## src/rtl/gray_wr_ptr.sv

```systemverilog
// Write-side pointer engine for a dual-clock FIFO: binary write pointer, registered Gray export, full flag.
// Optional free-space counter is built when GRAY_WR_PTR_SPACE_EN is defined; otherwise space is tied to 0.
module gray_wr_ptr #(
  parameter int AWIDTH = 4
) (
  input  logic              clk,
  input  logic              rst,
  input  logic              clear,
  input  logic              inc,
  input  logic [AWIDTH:0]   rd_gray_sync,
  output logic              accept,
  output logic [AWIDTH-1:0] wr_addr,
  output logic [AWIDTH:0]   wr_gray,
  output logic              full,
  output logic [AWIDTH:0]   space
);

  localparam logic [AWIDTH:0] ONE   = {{AWIDTH{1'b0}}, 1'b1};
  localparam logic [AWIDTH:0] DEPTH = {1'b1, {AWIDTH{1'b0}}};

  logic [AWIDTH:0] wr_bin;
  logic [AWIDTH:0] next_bin;
  logic [AWIDTH:0] next_gray;
  logic [AWIDTH:0] full_ptr;
  logic            full_next;

  assign accept  = inc & ~full & ~rst & ~clear;
  assign wr_addr = wr_bin[AWIDTH-1:0];

  // The FIFO is full when the write pointer is exactly one lap ahead of the read pointer;
  // in Gray code that means the top two bits are inverted and the rest match.
  always_comb begin
    next_bin  = wr_bin;
    if (accept) begin
      next_bin = wr_bin + ONE;
    end
    next_gray = next_bin ^ (next_bin >> 1);
    full_ptr  = {~rd_gray_sync[AWIDTH:AWIDTH-1], rd_gray_sync[AWIDTH-2:0]};
    full_next = (next_gray == full_ptr);
  end

  always_ff @(posedge clk) begin
    if (rst || clear) begin
      wr_bin  <= '0;
      wr_gray <= '0;
      full    <= 1'b0;
    end else begin
      wr_bin  <= next_bin;
      wr_gray <= next_gray;
      full    <= full_next;
    end
  end

`ifdef GRAY_WR_PTR_SPACE_EN
  logic [AWIDTH:0] rd_bin;
  logic [AWIDTH:0] used;
  logic [AWIDTH:0] space_next;
  logic [AWIDTH:0] space_q;

  // Each binary bit is the XOR of all Gray bits from the MSB down to it.
  always_comb begin
    rd_bin = '0;
    for (int i = 0; i <= AWIDTH; i++) begin
      rd_bin[i] = ^(rd_gray_sync >> i);
    end
    used       = next_bin - rd_bin;
    space_next = DEPTH - used;
  end

  always_ff @(posedge clk) begin
    if (rst || clear) begin
      space_q <= DEPTH;
    end else begin
      space_q <= space_next;
    end
  end

  assign space = space_q;
`else
  assign space = '0;
`endif

endmodule
```

## config.mk

```make
export PLATFORM = sky130hd
export DESIGN_NAME = gray_wr_ptr
export DESIGN_NICKNAME = d
export VERILOG_FILES = /design/src/rtl/gray_wr_ptr.sv
export SDC_FILE = /design/constraint.sdc
export NUM_CORES = 1
export LEC_CHECK = 0
export CORE_AREA = 2 2 39 41
export DETAILED_ROUTE_END_ITERATION = 8
export DIE_AREA = 0 0 41 43
export DONT_BUFFER_PORTS = 1
export PLACE_DENSITY_LB_ADDON = 0.3
export SLEW_MARGIN = 20
export SYNTH_ARGS = -nofsm -noshare
export SYNTH_HDL_FRONTEND = slang
export SYNTH_SLANG_ARGS = --single-unit
```

## constraint.sdc

```tcl
create_clock -name clk -period 1.5 [get_ports clk]
set_input_delay 0.15 -clock clk [delete_from_list [all_inputs] [get_ports clk]]
set_output_delay 0.15 -clock clk [all_outputs]
set_load 0.05 [all_outputs]
```

==> key figures <==
Run status
  – Status: complete, but fails checks
  – Violated checks: setup timing

Final layout
  – Final #Nets: 95
  – Ant. Diodes: 0
  – Area added between synthesis and finish: 25.3%
  – Share of cells above drive strength 1: 40.5%
  – Count of non-filler cells in the finished layout: 100

Global route
  – Routing usage on met1: 20.7%
  – Number of global-route vias before repair: 450
  – Maximum number of pins on one net before global-route repair: 11
  – Global routing met2 resource utilization: 23.4%
  – GRT Util Overall: 15.8%
  – Antenna violations before repair: 0
  – GR met3 Demand/Resource: 3.14%
  – Busiest layer in global routing: met2
  – Total congestion overflow after global routing: 0
  – First-pass GRT wire length: 1910 um

Synthesis
  – Number of synthesized register bits: 10
  – Share of synthesized flip-flops with an asynchronous set or reset: 0%
  – Sequential element share of the synthesized area: 30.0%
  – Number of synthesized flops with an enable pin: 0
  – Count of synthesis-stage warnings from yosys: 0
  – Yosys top cell by area: sky130_fd_sc_hd__dfxtp_1
  – Most used standard cells in the synthesized netlist: sky130_fd_sc_hd__nor2_1, sky130_fd_sc_hd__dfxtp_1, sky130_fd_sc_hd__xnor2_1
  – Post-synthesis average cell area: 9.41 um^2
  – Cell types with the largest area share after synthesis: sky130_fd_sc_hd__dfxtp_1, sky130_fd_sc_hd__xnor2_1, sky130_fd_sc_hd__xor2_1
  – Number of instances in the synthesized netlist: 71
  – Top-count cell post-synth: sky130_fd_sc_hd__nor2_1
  – Dominant register cell in the synthesized netlist: sky130_fd_sc_hd__dfxtp_1
  – Cell area after technology mapping: 668 um^2
  – Share of Yosys cell area claimed by the top area cell type: 30.0%
  – Number of library cell types mapped by synthesis: 25

Timing
  – Final period utilization: 103%
  – Tmin final: 1.55 ns
  – RSZ-0062 raised after global routing: true
  – Max-slew violation total from the final report: 0
  – Clock skew after layout: 0.00559 ns
  – Final count of negative-setup-slack endpoints: 1
  – Final Hold Fails: 0
  – Setup WS post-layout: -0.0474 ns
  – Total negative slack: -0.0474 ns
  – Timing-limited maximum frequency: 646 MHz

Floorplan
  – Width of the die: 41 um
  – Std-Cell Rows: 14
  – Area inside the core boundary: 0.00138 mm^2
  – Number of primary I/O pins: 25
  – Vert. Die Dim: 43 um
  – Initial core utilization: 48.3%
  – Die area: 0.00176 mm^2

Drt
  – Routed via count divided by cell count: 4.83
  – Total wirelength of the detailed-routed design: 1160 um
  – Routed length per placed instance: 11.6 um
  – Post-DRT Antenna Nets: 0
  – Vias post-DR: 483
  – DRC marker count from the first detailed-route iteration: 0
  – Number of DRC violations after detailed routing: 0
  – Detailed Routing Iterations Pass 1: 1

Power
  – Final Total Pwr: 0.000542 W
  – Leakage: 0.368 nW
  – Share of total power in combinational logic: 16.0%
  – Largest voltage drop on the vdd net: 0.352 mV
  – Internal: 0.000395 W
  – Share of total power in sequential cells: 49.1%
  – Net Sw Frac: 27.2%
  – Sw Pwr: 0.000148 W
  – Clock network fraction of total power: 34.9%
  – Power density normalized to cell area: 648 mW/mm^2

CTS
  – Maximum number of buffers from clock root to sink: 2
  – Sink Count: 10
  – # Post-CTS Setup Buffers: 0
  – Count of hold buffers inserted by post-cts repair: 0
  – TritonCTS clock tree: built
  – Number of CTS-inserted buffers: 3
  – CTS clock-pin slew for the worst setup and hold paths: 0.07 ns
  – Clock latency reported for the late side of the worst-skew pair: 0.26 ns
  – CTS root buf: sky130_fd_sc_hd__clkbuf_4
  – CTS HTree Levels: 1

Place
  – Setup slack at placement: -0.0594 ns
  – Weighted congestion reported at the end of routability-driven placement: 0.742
  – DP Cell Count: 96
  – Dpl hpwl: 944 um
  – IO buf count: 0

Setup path
  – Highest cell delay on the worst timing path: 0.35 ns
  – Required time at the worst-slack endpoint: 1.65 ns
  – Data arrival, critical path: 1.69 ns
  – Cell type of the slowest stage on the worst timing path: sky130_fd_sc_hd__dfxtp_4
  – Chain of cells forming the critical path: nor4b_4 -> buf_6 -> mux2i_4 -> xnor2_1 -> nor2_1 -> and4_1
  – Critical path type: reg2reg
  – Launching element type of the critical path: flip-flop
  – Largest fanout of any net on the critical path: 8
  – Type of element capturing the critical path: flip-flop

Job
  – Max-cap check violation count: 0

Hold path
  – Path type of the worst min-delay path: in2reg
==> cells in the final DEF, fill, tap and decap left out <==
cell / count
sky130_fd_sc_hd__a32o_2: 1
sky130_fd_sc_hd__buf_4: 13
sky130_fd_sc_hd__a21o_1: 1
sky130_fd_sc_hd__a21oi_1: 1
sky130_fd_sc_hd__clkbuf_1: 1
sky130_fd_sc_hd__inv_1: 1
sky130_fd_sc_hd__and4_2: 1
sky130_fd_sc_hd__mux2i_4: 2
sky130_fd_sc_hd__dfxtp_4: 3
sky130_fd_sc_hd__nor2_1: 12
sky130_fd_sc_hd__xor3_1: 1
sky130_fd_sc_hd__o22ai_4: 1
sky130_fd_sc_hd__nand4_1: 1
sky130_fd_sc_hd__buf_6: 2
sky130_fd_sc_hd__xnor2_1: 9
sky130_fd_sc_hd__and4b_1: 1
sky130_fd_sc_hd__xor2_1: 8
sky130_fd_sc_hd__nand2_1: 3
sky130_fd_sc_hd__clkbuf_4: 3
sky130_fd_sc_hd__conb_1: 5
sky130_fd_sc_hd__nor4b_4: 1
sky130_fd_sc_hd__dfxtp_1: 5
sky130_fd_sc_hd__and4_1: 1
sky130_fd_sc_hd__nand2_2: 1
sky130_fd_sc_hd__ha_4: 1
sky130_fd_sc_hd__nand2_4: 1
sky130_fd_sc_hd__a21oi_2: 1
sky130_fd_sc_hd__dfxtp_2: 2
sky130_fd_sc_hd__or2_2: 1
==> logic make-up (layout without fill, tap and decap cells) <==
| family | after synthesis | in the layout | synth area share [%] |
|---|---|---|---|
| compound gates | 5 | 5 | 7.30 |
| xor+xnor | 18 | 18 | 25.8 |
| fa+ha+maj | 1 | 1 | 1.87 |
| buf+inv | 11 | 20 | 10.7 |
| flops | 10 | 10 | 30.0 |
| mux | 2 | 2 | 3.00 |
| other cells | 1 | 5 | 0.561 |
| simple gates | 23 | 23 | 20.8 |
==> final timing paths <==
path         startpoint          to  slack [ns]  cells after the start
min reg2reg  wr_gray[4]  wr_gray[3]        0.63                      2
max reg2reg        full        full       -0.05                      6
min               clear   wr_bin[0]        0.21                      2
max                full        full       -0.05                      6
==> flip-flops by register name, indices dropped and copies added (netlist names) <==
register and flops:
wr_gray 5, wr_bin 4, full 1
==> layout make-up <==
cell class                 count  area [um^2]
clock buffer                   4         26.3
fill                         116          547
inverter                       1         3.75
multi-input combinational     54          453
sequential                    10          214
tap                           16         20.0
timing repair buffer          15          120
==> power groups by stage <==
stage / Sequential [W] / Clock (W) / Combinational (W)
finish: 0.000266 / 0.000189 / 0.0000869
global placement: 0.000272 / 0 / 0.0000846
floorplan: 0.000275 / 0 / 0.0000815
global route: 0.000266 / 0.000211 / 0.0000923
CTS: 0.000266 / 0.000197 / 0.0000874
detailed placement: 0.000272 / 0 / 0.0000851
==> what timing repair did <==
item | 4_1_cts | 5_1_grt
pin swaps | 0 | 1
hold endpoints to repair | 0 | 0
gates resized for setup | 2 | 2
endpoints found under the setup margin | 2 | 5
==> through the flow <==
stage | instance area [um^2] | hold WS, ns | util (%)
floorplan | 727 | 0.460 | -
global placement | 791 | 0.483 | 57.1
detailed placement | 791 | 0.483 | 57.1
CTS | 830 | 0.206 | 59.9
global route | 837 | 0.211 | 60.5
finish | 837 | 0.206 | 60.5
==> critical path, delay by kind of cell, from the launching register on <==
| family | cells | cell delay (ns) |
|---|---|---|
| buf+inv | 1 | 0.20 |
| flops | 1 | 0.35 |
| xor+xnor | 1 | 0.14 |
| mux | 1 | 0.27 |
| simple gates | 3 | 0.48 |
==> metal layers <==
metal / wire length (um) / share of wire (%)
met4: 14 / 1.2
met1: 517 / 45
met5: 0 / 0
met2: 567 / 49
met3: 56 / 4.8
No activity file was read; power rests on OpenSTA's default activity.
